`src/rtl/nic_flit_injector_pkg.sv`:
```
// Shared constants for the NIC injection port: link geometry, channel/flow-control field offsets, FSM encodings.
// Channel layout, MSB first: {link_active, flit_valid, vc_idx, head, tail, data}.
package nic_flit_injector_pkg;

  localparam int NUM_VCS           = 2;
  localparam int BUFFER_SIZE       = 8;
  localparam int FLIT_DATA_WIDTH   = 64;
  localparam int ROUTER_ADDR_WIDTH = 4;
  localparam int MAX_PKT_LEN       = 4;

  localparam int VC_IDX_WIDTH   = (NUM_VCS > 1) ? $clog2(NUM_VCS) : 1;
  localparam int PKT_LEN_WIDTH  = $clog2(MAX_PKT_LEN + 1);
  localparam int CREDITS_PER_VC = BUFFER_SIZE / NUM_VCS;
  localparam int CREDIT_WIDTH   = $clog2(CREDITS_PER_VC + 1);
  localparam int TS_WIDTH       = 32;

  // flit_ctrl covers {vc_idx, head, tail}; flit_valid and link_active sit above it
  localparam int FLIT_CTRL_WIDTH = 2 + VC_IDX_WIDTH;
  localparam int FLOW_CTRL_WIDTH = 1 + VC_IDX_WIDTH;
  localparam int CHANNEL_WIDTH   = 2 + FLIT_CTRL_WIDTH + FLIT_DATA_WIDTH;

  localparam int DATA_LSB  = 0;
  localparam int TAIL_POS  = FLIT_DATA_WIDTH;
  localparam int HEAD_POS  = TAIL_POS + 1;
  localparam int VC_LSB    = HEAD_POS + 1;
  localparam int VALID_POS = VC_LSB + VC_IDX_WIDTH;
  localparam int LINK_POS  = VALID_POS + 1;

  typedef enum logic [1:0] {
    ST_IDLE = 2'd0,
    ST_HEAD = 2'd1,
    ST_BODY = 2'd2
  } state_t;

  // Zero-length descriptors become single-flit packets; oversize ones are clamped.
  function automatic logic [PKT_LEN_WIDTH-1:0] eff_len(input logic [PKT_LEN_WIDTH-1:0] len);
    if (len == '0)
      return PKT_LEN_WIDTH'(1);
    else if (len > PKT_LEN_WIDTH'(MAX_PKT_LEN))
      return PKT_LEN_WIDTH'(MAX_PKT_LEN);
    else
      return len;
  endfunction

endpackage

```
`src/rtl/nic_flit_injector_credit.sv`:
```
// Per-VC credit counter: resets full, inc/dec in the same cycle cancel, inc at full saturates and flags overflow.
// overflow is combinational so the owner can latch it on the same edge the bad credit arrives.
module nic_credit_counter
  import nic_flit_injector_pkg::*;
#(
  parameter int MAX_CREDITS = CREDITS_PER_VC,
  parameter int W           = CREDIT_WIDTH
) (
  input  logic         clk,
  input  logic         rst_n,
  input  logic         inc,
  input  logic         dec,
  output logic [W-1:0] count,
  output logic         overflow
);

  localparam logic [W-1:0] FULL = W'(MAX_CREDITS);

  assign overflow = inc && !dec && (count == FULL);

  always_ff @(posedge clk or negedge rst_n) begin
    if (!rst_n) begin
      count <= FULL;
    end else if (inc && !dec) begin
      if (count != FULL)
        count <= count + W'(1);
    end else if (dec && !inc) begin
      if (count != '0)
        count <= count - W'(1);
    end
  end

endmodule

```
`src/rtl/nic_flit_injector.sv`:
```
// Router injection-port transmitter: descriptor + body stream in, head/body/tail flits out, per-VC credits; 1-cycle
// accept-to-head latency, stalls (valid=0) without credit. NIC_INJ_TIMESTAMP_EN stamps head flits with a cycle count.
module nic_flit_injector
  import nic_flit_injector_pkg::*;
(
  input  logic                         clk,
  input  logic                         reset,
  input  logic                         pkt_valid,
  output logic                         pkt_ready,
  input  logic [ROUTER_ADDR_WIDTH-1:0] pkt_dest,
  input  logic [VC_IDX_WIDTH-1:0]      pkt_vc,
  input  logic [PKT_LEN_WIDTH-1:0]     pkt_len,
  input  logic                         body_valid,
  output logic                         body_ready,
  input  logic [FLIT_DATA_WIDTH-1:0]   body_data,
  output logic [CHANNEL_WIDTH-1:0]     channel_out,
  input  logic [FLOW_CTRL_WIDTH-1:0]   flow_ctrl_in,
  output logic                         error
);

  state_t                         state;
  logic                           link_active;
  logic [CHANNEL_WIDTH-2:0]       flit_q;
  logic [VC_IDX_WIDTH-1:0]        cur_vc;
  logic [ROUTER_ADDR_WIDTH-1:0]   cur_dest;
  logic [PKT_LEN_WIDTH-1:0]       cur_len;
  logic [PKT_LEN_WIDTH-1:0]       remaining;
  logic [CREDIT_WIDTH-1:0]        credits [NUM_VCS];
  logic [NUM_VCS-1:0]             inc;
  logic [NUM_VCS-1:0]             dec;
  logic [NUM_VCS-1:0]             ovf;
  logic [FLIT_DATA_WIDTH-1:0]     head_data;
  logic                           credit_valid;
  logic [VC_IDX_WIDTH-1:0]        credit_vc;
  logic                           credit_ok;
  logic                           send_head;
  logic                           send_body;
  logic                           send;
  logic                           accept;

  assign credit_valid = flow_ctrl_in[FLOW_CTRL_WIDTH-1];
  assign credit_vc    = flow_ctrl_in[VC_IDX_WIDTH-1:0];

  assign credit_ok  = (credits[cur_vc] != '0);
  assign send_head  = (state == ST_HEAD) && credit_ok;
  assign send_body  = (state == ST_BODY) && credit_ok && body_valid;
  assign send       = send_head || send_body;
  assign body_ready = (state == ST_BODY) && credit_ok;
  assign pkt_ready  = link_active && (state == ST_IDLE);
  assign accept     = pkt_valid && pkt_ready;

  assign channel_out = {link_active, flit_q};

  for (genvar v = 0; v < NUM_VCS; v++) begin : g_credit
    assign inc[v] = credit_valid && (credit_vc == VC_IDX_WIDTH'(v));
    assign dec[v] = send && (cur_vc == VC_IDX_WIDTH'(v));

    nic_credit_counter u_credit (
      .clk      (clk),
      .rst_n    (reset),
      .inc      (inc[v]),
      .dec      (dec[v]),
      .count    (credits[v]),
      .overflow (ovf[v])
    );
  end

`ifdef NIC_INJ_TIMESTAMP_EN
  logic [TS_WIDTH-1:0] ts_count;

  always_ff @(posedge clk or negedge reset) begin
    if (!reset)
      ts_count <= '0;
    else
      ts_count <= ts_count + TS_WIDTH'(1);
  end
`endif

  always_comb begin
    head_data = '0;
    head_data[ROUTER_ADDR_WIDTH-1:0] = cur_dest;
    head_data[ROUTER_ADDR_WIDTH +: PKT_LEN_WIDTH] = cur_len;
`ifdef NIC_INJ_TIMESTAMP_EN
    head_data[FLIT_DATA_WIDTH-1 -: TS_WIDTH] = ts_count;
`endif
  end

  always_ff @(posedge clk or negedge reset) begin
    if (!reset) begin
      state       <= ST_IDLE;
      link_active <= 1'b0;
      flit_q      <= '0;
      error       <= 1'b0;
      cur_vc      <= '0;
      cur_dest    <= '0;
      cur_len     <= '0;
      remaining   <= '0;
    end else begin
      link_active <= 1'b1;
      error       <= error || (|ovf) || (accept && (pkt_len == '0));

      // Idle link cycles carry an all-zero flit
      flit_q <= '0;
      if (send) begin
        flit_q[VALID_POS]               <= 1'b1;
        flit_q[VC_LSB +: VC_IDX_WIDTH]  <= cur_vc;
      end

      case (state)
        ST_IDLE: begin
          if (accept) begin
            cur_dest <= pkt_dest;
            cur_vc   <= pkt_vc;
            cur_len  <= eff_len(pkt_len);
            state    <= ST_HEAD;
          end
        end
        ST_HEAD: begin
          if (credit_ok) begin
            flit_q[HEAD_POS]                      <= 1'b1;
            flit_q[TAIL_POS]                      <= (cur_len <= PKT_LEN_WIDTH'(1));
            flit_q[DATA_LSB +: FLIT_DATA_WIDTH]   <= head_data;
            remaining <= cur_len - PKT_LEN_WIDTH'(1);
            state     <= (cur_len > PKT_LEN_WIDTH'(1)) ? ST_BODY : ST_IDLE;
          end
        end
        ST_BODY: begin
          if (send_body) begin
            flit_q[TAIL_POS]                      <= (remaining == PKT_LEN_WIDTH'(1));
            flit_q[DATA_LSB +: FLIT_DATA_WIDTH]   <= body_data;
            remaining <= remaining - PKT_LEN_WIDTH'(1);
            if (remaining == PKT_LEN_WIDTH'(1))
              state <= ST_IDLE;
          end
        end
        default: state <= ST_IDLE;
      endcase
    end
  end

endmodule

```
`config.mk`:
```
export PLATFORM = sky130hd
export DESIGN_NAME = nic_flit_injector
export DESIGN_NICKNAME = d
export VERILOG_FILES = /design/src/rtl/nic_flit_injector_pkg.sv /design/src/rtl/nic_flit_injector_credit.sv /design/src/rtl/nic_flit_injector.sv
export SDC_FILE = /design/constraint.sdc
export NUM_CORES = 1
export LEC_CHECK = 0
export BUFFER_PORTS_ARGS = -buffer_cell sky130_fd_sc_hd__buf_2
export CORE_MARGIN = 1.5
export CORE_UTILIZATION = 48
export CTS_CLUSTER_DIAMETER = 120
export DETAILED_ROUTE_END_ITERATION = 10
export GPL_TIMING_DRIVEN = 0
export MAX_ROUTING_LAYER = met4
export PLACE_DENSITY = 0.78
export SLEW_MARGIN = 0
export SYNTH_ARGS = -nofsm -noshare
export SYNTH_HDL_FRONTEND = slang
export SYNTH_SLANG_ARGS = --single-unit
```
`constraint.sdc`:
```
create_clock -name clk -period 3.25 [get_ports clk]
set_input_delay 0.325 -clock clk [delete_from_list [all_inputs] [get_ports clk]]
set_output_delay 0.325 -clock clk [all_outputs]
set_load 0.02 [all_outputs]
```
==> results of run 1 <==
## layout by cell type, fill, tap and decap left out, drive strengths merged, types with 2 or more instances in the layout
| cell | instances |
|---|---|
| buf | 155 |
| dfrtp | 87 |
| and2 | 61 |
| nand2 | 21 |
| clkbuf | 18 |
| nor2 | 12 |
| inv | 12 |
| o21ai | 11 |
| ha | 8 |
| mux2 | 6 |
| xnor2 | 5 |
| nand3 | 5 |
| a22o | 5 |
| o211ai | 5 |
| a21oi | 4 |
| mux2i | 4 |
| clkinv | 4 |
| and3 | 3 |
| nand2b | 3 |
| o22ai | 3 |
| o21bai | 2 |
| nand3b | 2 |
| nor2b | 2 |
| a211oi | 2 |
| a221oi | 2 |
| o311ai | 2 |
| o21a | 2 |
| dfstp | 2 |
| nor4 | 2 |
| or3 | 2 |
## worst max-delay path: stages (launching register included)
cell and delay, ns:
dfrtp_1 0.40, inv_1 0.09, ha_1 0.18, buf_2 0.16, a21o_1 0.22, nand2_1 0.24
o21ai_0 0.15, fa_1 0.45, o41a_1 0.43, o211ai_1 0.15
## power breakdown
| group | leakage, nW | internal, mW | switching (mW) | total (mW) |
|---|---|---|---|---|
| registers | 1.19 | 1.29 | 0.127 | 1.41 |
| logic | 1.28 | 0.464 | 0.659 | 1.12 |
| clock network | 0.104 | 0.366 | 0.409 | 0.775 |
## sequential cells by signal, summed over array words and instances, names as in the netlist
| register | flops |
|---|---|
| flit_q | 68 |
| g_credit.u_credit.count | 6 |
| cur_dest | 4 |
| cur_len | 3 |
| remaining | 3 |
| state | 2 |
| cur_vc | 1 |
| error | 1 |
| link_active | 1 |
## cell type report
class                           count  area share, %
Tap cell                           99           2.61
Clock buffer                       10           2.69
Multi-Input combinational cell    190           27.3
Clock inverter                      6           1.64
Inverter                           11          0.871
Timing Repair Buffer              151           16.6
Buffer                             13           1.24
Sequential cell                    89           47.0
## synthesized netlist by cell type (6+ instances only)
library cell	number
nand2_1	21
inv_1	11
ha_1	8
clkbuf_1	7
and2_1	61
nor2_1	12
mux2_2	6
o21ai_0	11
dfrtp_1	87
## logic make-up after synthesis
group                      synth area share (%)
other                                     0.103
adders and majority gates                  3.31
DFF                                        61.5
xor gates and xnor gates                   1.21
buffers and inverters                      2.76
and+or+nand+nor                            18.2
muxes                                      2.97
AOI/OAI and AO/OA                          9.91
## worst max path at each step
stage / to / cells past startpoint
floorplan: g_credit[0].u_credit.count[1] / 9
global placement: g_credit[1].u_credit.count[2] / 9
detailed placement: g_credit[1].u_credit.count[2] / 9
CTS: g_credit[1].u_credit.count[2] / 9
global route: g_credit[1].u_credit.count[2] / 9
finish: g_credit[1].u_credit.count[2] / 9
## routing by layer
metal	share of wire, %	up-vias
met2	50	106
met4	2.1	0
met5	0	-
met3	4.6	14
li1	-	1345
met1	43	1331
## per-stage QoR
stage,hold WS (ns),std cells
2_1_floorplan,0.0294,303
3_3_place_gp,0.468,551
3_5_place_dp,0.262,552
4_1_cts,0.148,569
5_1_grt,0.147,569
6_report,0.163,569
## timing repair
item,4_1_cts,5_1_grt
endpoints found under the hold margin,22,0
hold buffers,1,0
resized for setup,0,0
endpoints found under the setup margin,0,0
==> impl_metrics.json, run 1 <==
{
  "status": "finished, final reports clean",
  "die_h_microns": 89.9,
  "synth_top_area_share_pct": 60.1,
  "max-cap-violations": 0,
  "setup_viol": 0,
  "fin_area_sq_um": 4740,
  "vdd_ir_drop_max_mv": 0.353,
  "timing.critical_path.from": "state[1]",
  "crit_fanout": 9,
  "ys_ff_latch": 89,
  "vias_per_cell": 4.91,
  "grt.met1_usage_pct": 26.9,
  "ff2ff_path_depth": 9,
  "place_congestion": 0.810,
  "cp.arrival_ns": 2.83,
  "worstMarginPinSlew_ns": 0.741,
  "synth_area_sq_um": 3620,
  "period_needed_ns": 2.54,
  "wire_per_inst_microns": 14.0,
  "antenna_found_initial": 0,
  "die_w_microns": 89.9,
  "power_mw": 3.31,
  "finalCoreUtilization_pct": 65.0,
  "synthFlopType": "dfrtp_1",
  "fillers": 618,
  "power_density_nw_per_um2": 699,
  "place_hpwl_mm": 5.99,
  "place_ws_ns": 0.736,
  "fin_skew_ns": 0.0121,
  "multiInputGateArea_sq_um": 1290,
  "ys.warnings.count": 0,
  "use_met3_pct": 3.55,
  "timing.fmax_mhz": 393,
  "coreArea_sq_um": 7290,
  "hp-class": "in -> reg",
  "synth_cell_types": 49,
  "yosysSeqAreaShare_pct": 61.5,
  "hp-start": "body_data[55]",
  "hold_viol_final": 0,
  "grt-ovfl-total": 0,
  "dr.pass1.iters": 4,
  "tritoncts": "done",
  "grtUsageMet2_pct": 35.6,
  "synthTopCellsByArea": "dfrtp_1 (60%), and2_1 (11%), ha_1 (2.8%)",
  "htreeDepth": 3,
  "fin_tns_setup_ns": 0,
  "rsz0062_at_grt": "no",
  "p_leak_nw": 2.58,
  "cts_made_buffers": 9,
  "start_util_pct": 49.7,
  "io_pins": 150,
  "layout.area.seq_sq_um": 2230,
  "reg2reg_slack_ns": 0.71,
  "syn_area_per_cell_sq_um": 12.0,
  "rows": 31,
  "dieArea_sq_um": 8080,
  "area_growth_pct": 30.8,
  "worstPathRequired_ns": 3.54,
  "clock-root-buffer": "clkbuf_8",
  "cts_setup_buffers": 0,
  "grt_pass1_vias": 2708,
  "io_buffers": 149,
  "slew_headroom_pct": 50.6,
  "antenna_cells": 0,
  "hold_depth": 2,
  "slew_viol_final": 0,
  "grt_max_degree": 66,
  "synth_nets": 390,
  "yosys.area.top_type": "dfrtp_1",
  "antenna_left": 0,
  "drt_drc_violations_left": 0,
  "first_iter_violations": 130,
  "r2r-end": "g_credit[1].u_credit.count[2]",
  "synth_edf_count": 0,
  "wl_mm": 7.94,
  "vias": 2796,
  "start_kind": "flip-flop",
  "fin_ws_ns": 0.706,
  "grt_first_pass_wirelength_mm": 13.3,
  "min_to": "flit_q[55]",
  "clock_latency_ns": 0.35,
  "synthArstFlopShare_pct": 100,
  "nets": 552,
  "grt_busiest_layer": "met2",
  "placed_area_sq_um": 4520,
  "path_class": "reg -> reg",
  "fin_crit_sh_pct": 78.3,
  "endpoint_kind": "flip-flop",
  "synth_cells": 303,
  "clock_sinks": 89,
  "reg2reg_from": "state[1]",
  "grt_use_total_pct": 21.8,
  "clockBufferDepth": 2,
  "clkSlewWorstSetupHoldPaths_ns": 0.09,
  "drive_gt1_share_pct": 38.9
}
Note: power is estimated with default switching activity, not from simulation.
==> run 2: changes to the inputs <==
--- a/config.mk
+++ b/config.mk
@@ -7,12 +7,12 @@
 export LEC_CHECK = 0
 export BUFFER_PORTS_ARGS = -buffer_cell sky130_fd_sc_hd__buf_2
 export CORE_MARGIN = 1.5
-export CORE_UTILIZATION = 48
+export CORE_UTILIZATION = 43
 export CTS_CLUSTER_DIAMETER = 120
 export DETAILED_ROUTE_END_ITERATION = 10
 export GPL_TIMING_DRIVEN = 0
 export MAX_ROUTING_LAYER = met4
-export PLACE_DENSITY = 0.78
+export PLACE_DENSITY = 0.74
 export SLEW_MARGIN = 0
 export SYNTH_ARGS = -nofsm -noshare
 export SYNTH_HDL_FRONTEND = slang
==> constraint.sdc (replaced) <==
create_clock -name clk -period 2.1 [get_ports clk]
set_input_delay 0.21 -clock clk [delete_from_list [all_inputs] [get_ports clk]]
set_output_delay 0.21 -clock clk [all_outputs]
set_load 0.02 [all_outputs]
==> run 2 against run 1 <==
Effect of this change: the flow now finishes with violations (setup timing); wire length is 2.3% higher; first-iteration DRC count fell by 18%; critical path depth down 2; core utilization fell by 5.0 points; power grew 61%; clock power up 48%; combinational power is 77% higher; design area up 3.5%; non-clock buffer count increased by 9; maximum frequency increased by 11%; worst hold slack lost 0.12 ns; sequential share of layout area decreased by 1.5 points; critical path type unchanged; largest power group unchanged.
==> impl_metrics.json, run 2 (synthesis gave the netlist of run 1 again) <==
{
  "status": "finished with violations",
  "clock_latency_ns": 0.36,
  "violations": "setup timing",
  "die_w_microns": 94.8,
  "cp_cell_sequence": "buf_6 > or3_4 > a31oi_4 > xnor2_1 > ha_1 > o21a_1 > or4_1",
  "drive_gt1_share_pct": 43.4,
  "clkPwrFrac_pct": 21.4,
  "die_h_microns": 94.8,
  "antenna_found_initial": 1,
  "worstPathRequired_ns": 2.33,
  "grt_use_total_pct": 18.5,
  "seqPwrFrac_pct": 41.4,
  "hold_viol_final": 0,
  "dp_cells": 558,
  "hp-class": "in -> reg",
  "fillers": 731,
  "crit_fanout": 3,
  "grt_pass1_vias": 2635,
  "dieArea_sq_um": 8990,
  "start_util_pct": 44.3,
  "vias_per_cell": 4.82,
  "place_congestion": 0.765,
  "htreeDepth": 3,
  "cts_made_buffers": 9,
  "final_cells": 585,
  "first_iter_violations": 106,
  "reg2reg_slack_ns": -0.20,
  "max-cap-violations": 0,
  "cp.arrival_ns": 2.53,
  "reg_top3": "flit_q x68, g_credit.u_credit.count x6, cur_dest x4",
  "p_leak_nw": 2.63,
  "clkSlewWorstSetupHoldPaths_ns": 0.10,
  "tritoncts": "done",
  "path_class": "reg -> reg",
  "fin_skew_ns": 0.0132,
  "clock_sinks": 89,
  "largest_register_ffs": 68,
  "place_hpwl_mm": 5.97,
  "nets": 561,
  "timing.fmax_mhz": 436,
  "clockBufferDepth": 2,
  "slowest_delay_ns": 0.45,
  "area_growth_pct": 35.3,
  "rsz0062_at_grt": "yes",
  "rows": 33,
  "worstMarginPinSlew_ns": 0.651,
  "grt_first_pass_wirelength_mm": 12.3,
  "place_ws_ns": -0.279,
  "final_common_cell": "buf_2",
  "top_register": "flit_q",
  "slew_viol_final": 0,
  "cp_top_family": "simple AND/OR/NAND/NOR gates",
  "power_density_nw_per_um2": 1090,
  "vdd_ir_drop_max_mv": 0.511,
  "vias": 2819,
  "finalCoreUtilization_pct": 60.0,
  "fin_hold_ws_ns": 0.0437,
  "setup_viol": 3,
  "start_kind": "flip-flop",
  "endpoint_kind": "flip-flop",
  "drt_drc_violations_left": 0,
  "grt_max_degree": 68,
  "clock-root-buffer": "clkbuf_8",
  "period_needed_ns": 2.30,
  "dr.pass1.iters": 6,
  "grt-ovfl-total": 0,
  "wire_per_inst_microns": 13.9,
  "cp.buffers_inverters": 1,
  "final_cell_mix": "buf_2 (150), dfrtp_1 (85), and2_1 (61)",
  "io_buffers": 149,
  "io_pins": 150,
  "internal_power_mw": 3.35,
  "fin_ws_ns": -0.196,
  "wl_mm": 8.13,
  "fin_crit_sh_pct": 109,
  "power_mw": 5.34,
  "coreArea_sq_um": 8180,
  "slew_headroom_pct": 56.3,
  "p_comb_share_pct": 37.1,
  "antenna_left": 0,
  "sw_frac_of_total_pct": 37.4,
  "p_sw_mw": 2.00,
  "crit_slowest_cell": "or4_1"
}
-- run 2: cell types whose count changed in the layout (fill, tap and decap cells not counted), sizes merged --
cell and delta:
bufinv -1, inv +2, clkbuf -1, clkinvlp +1
buf +9, diode +1, clkinv -1
-- run 2: power by group through the flow --
stage	Clock (mW)	Combinational, mW	Sequential [mW]
after global routing	1.25	2.20	2.25
after global placement	0	1.69	2.21
final	1.15	1.98	2.21
after detailed placement	0	1.76	2.22
after floorplan	0	1.19	2.28
after CTS	1.18	1.84	2.20
-- run 2: final cells by class --
| type | instances | area, sq um | share of cell area [%] |
|---|---|---|---|
| repair buffers | 161 | 861 | 17.6 |
| inverters | 11 | 41.3 | 0.842 |
| multi-input cells | 190 | 1380 | 28.1 |
| clock inverters | 7 | 72.6 | 1.48 |
| plain buffers | 12 | 62.6 | 1.28 |
| diodes | 1 | 2.50 | 0.0510 |
| well taps | 105 | 131 | 2.68 |
| flip-flops and latches | 89 | 2230 | 45.5 |
| clock buffers | 9 | 124 | 2.53 |
-- run 2: repair_timing --
action,in CTS,in global routing
gates resized for setup,7,13
endpoints found under the setup margin,14,51
hold buffers,1,0
endpoints found under the hold margin,22,0
pin swaps,5,8
buffers inserted,2,8
-- run 2: path summary, 6_finish.rpt --
path	startpoint	endpoint	depth (start not counted)
setup / recovery	g_credit[0].u_credit.count[1]	g_credit[0].u_credit.count[1]	7
hold / removal	body_data[11]	flit_q[11]	2
setup reg to reg	g_credit[0].u_credit.count[1]	g_credit[0].u_credit.count[1]	7
hold reg to reg	cur_dest[0]	flit_q[0]	1
max in group asynchronous	reset	g_credit[0].u_credit.count[2]	3
min in group asynchronous	reset	flit_q[25]	2
-- run 2: routing by layer --
| metal | GRT usage [%] | vias to the layer above | part of all wire (%) |
|---|---|---|---|
| met5 | - | - | 0 |
| met4 | 7.96 | 0 | 1.3 |
| met3 | 4.03 | 13 | 6.2 |
| met2 | 30.1 | 98 | 52 |
| met1 | 22.1 | 1346 | 40 |
| li1 | - | 1362 | - |
-- run 2: metrics by stage --
| step | instance area [sq um] | TNS (ns) |
|---|---|---|
| 2_1_floorplan | 3650 | -0.220 |
| 3_3_place_gp | 4530 | -0.514 |
| 5_1_grt | 4900 | -0.790 |
| 4_1_cts | 4810 | -0.296 |
| 3_5_place_dp | 4560 | -0.683 |
| 6_report | 4900 | -0.330 |
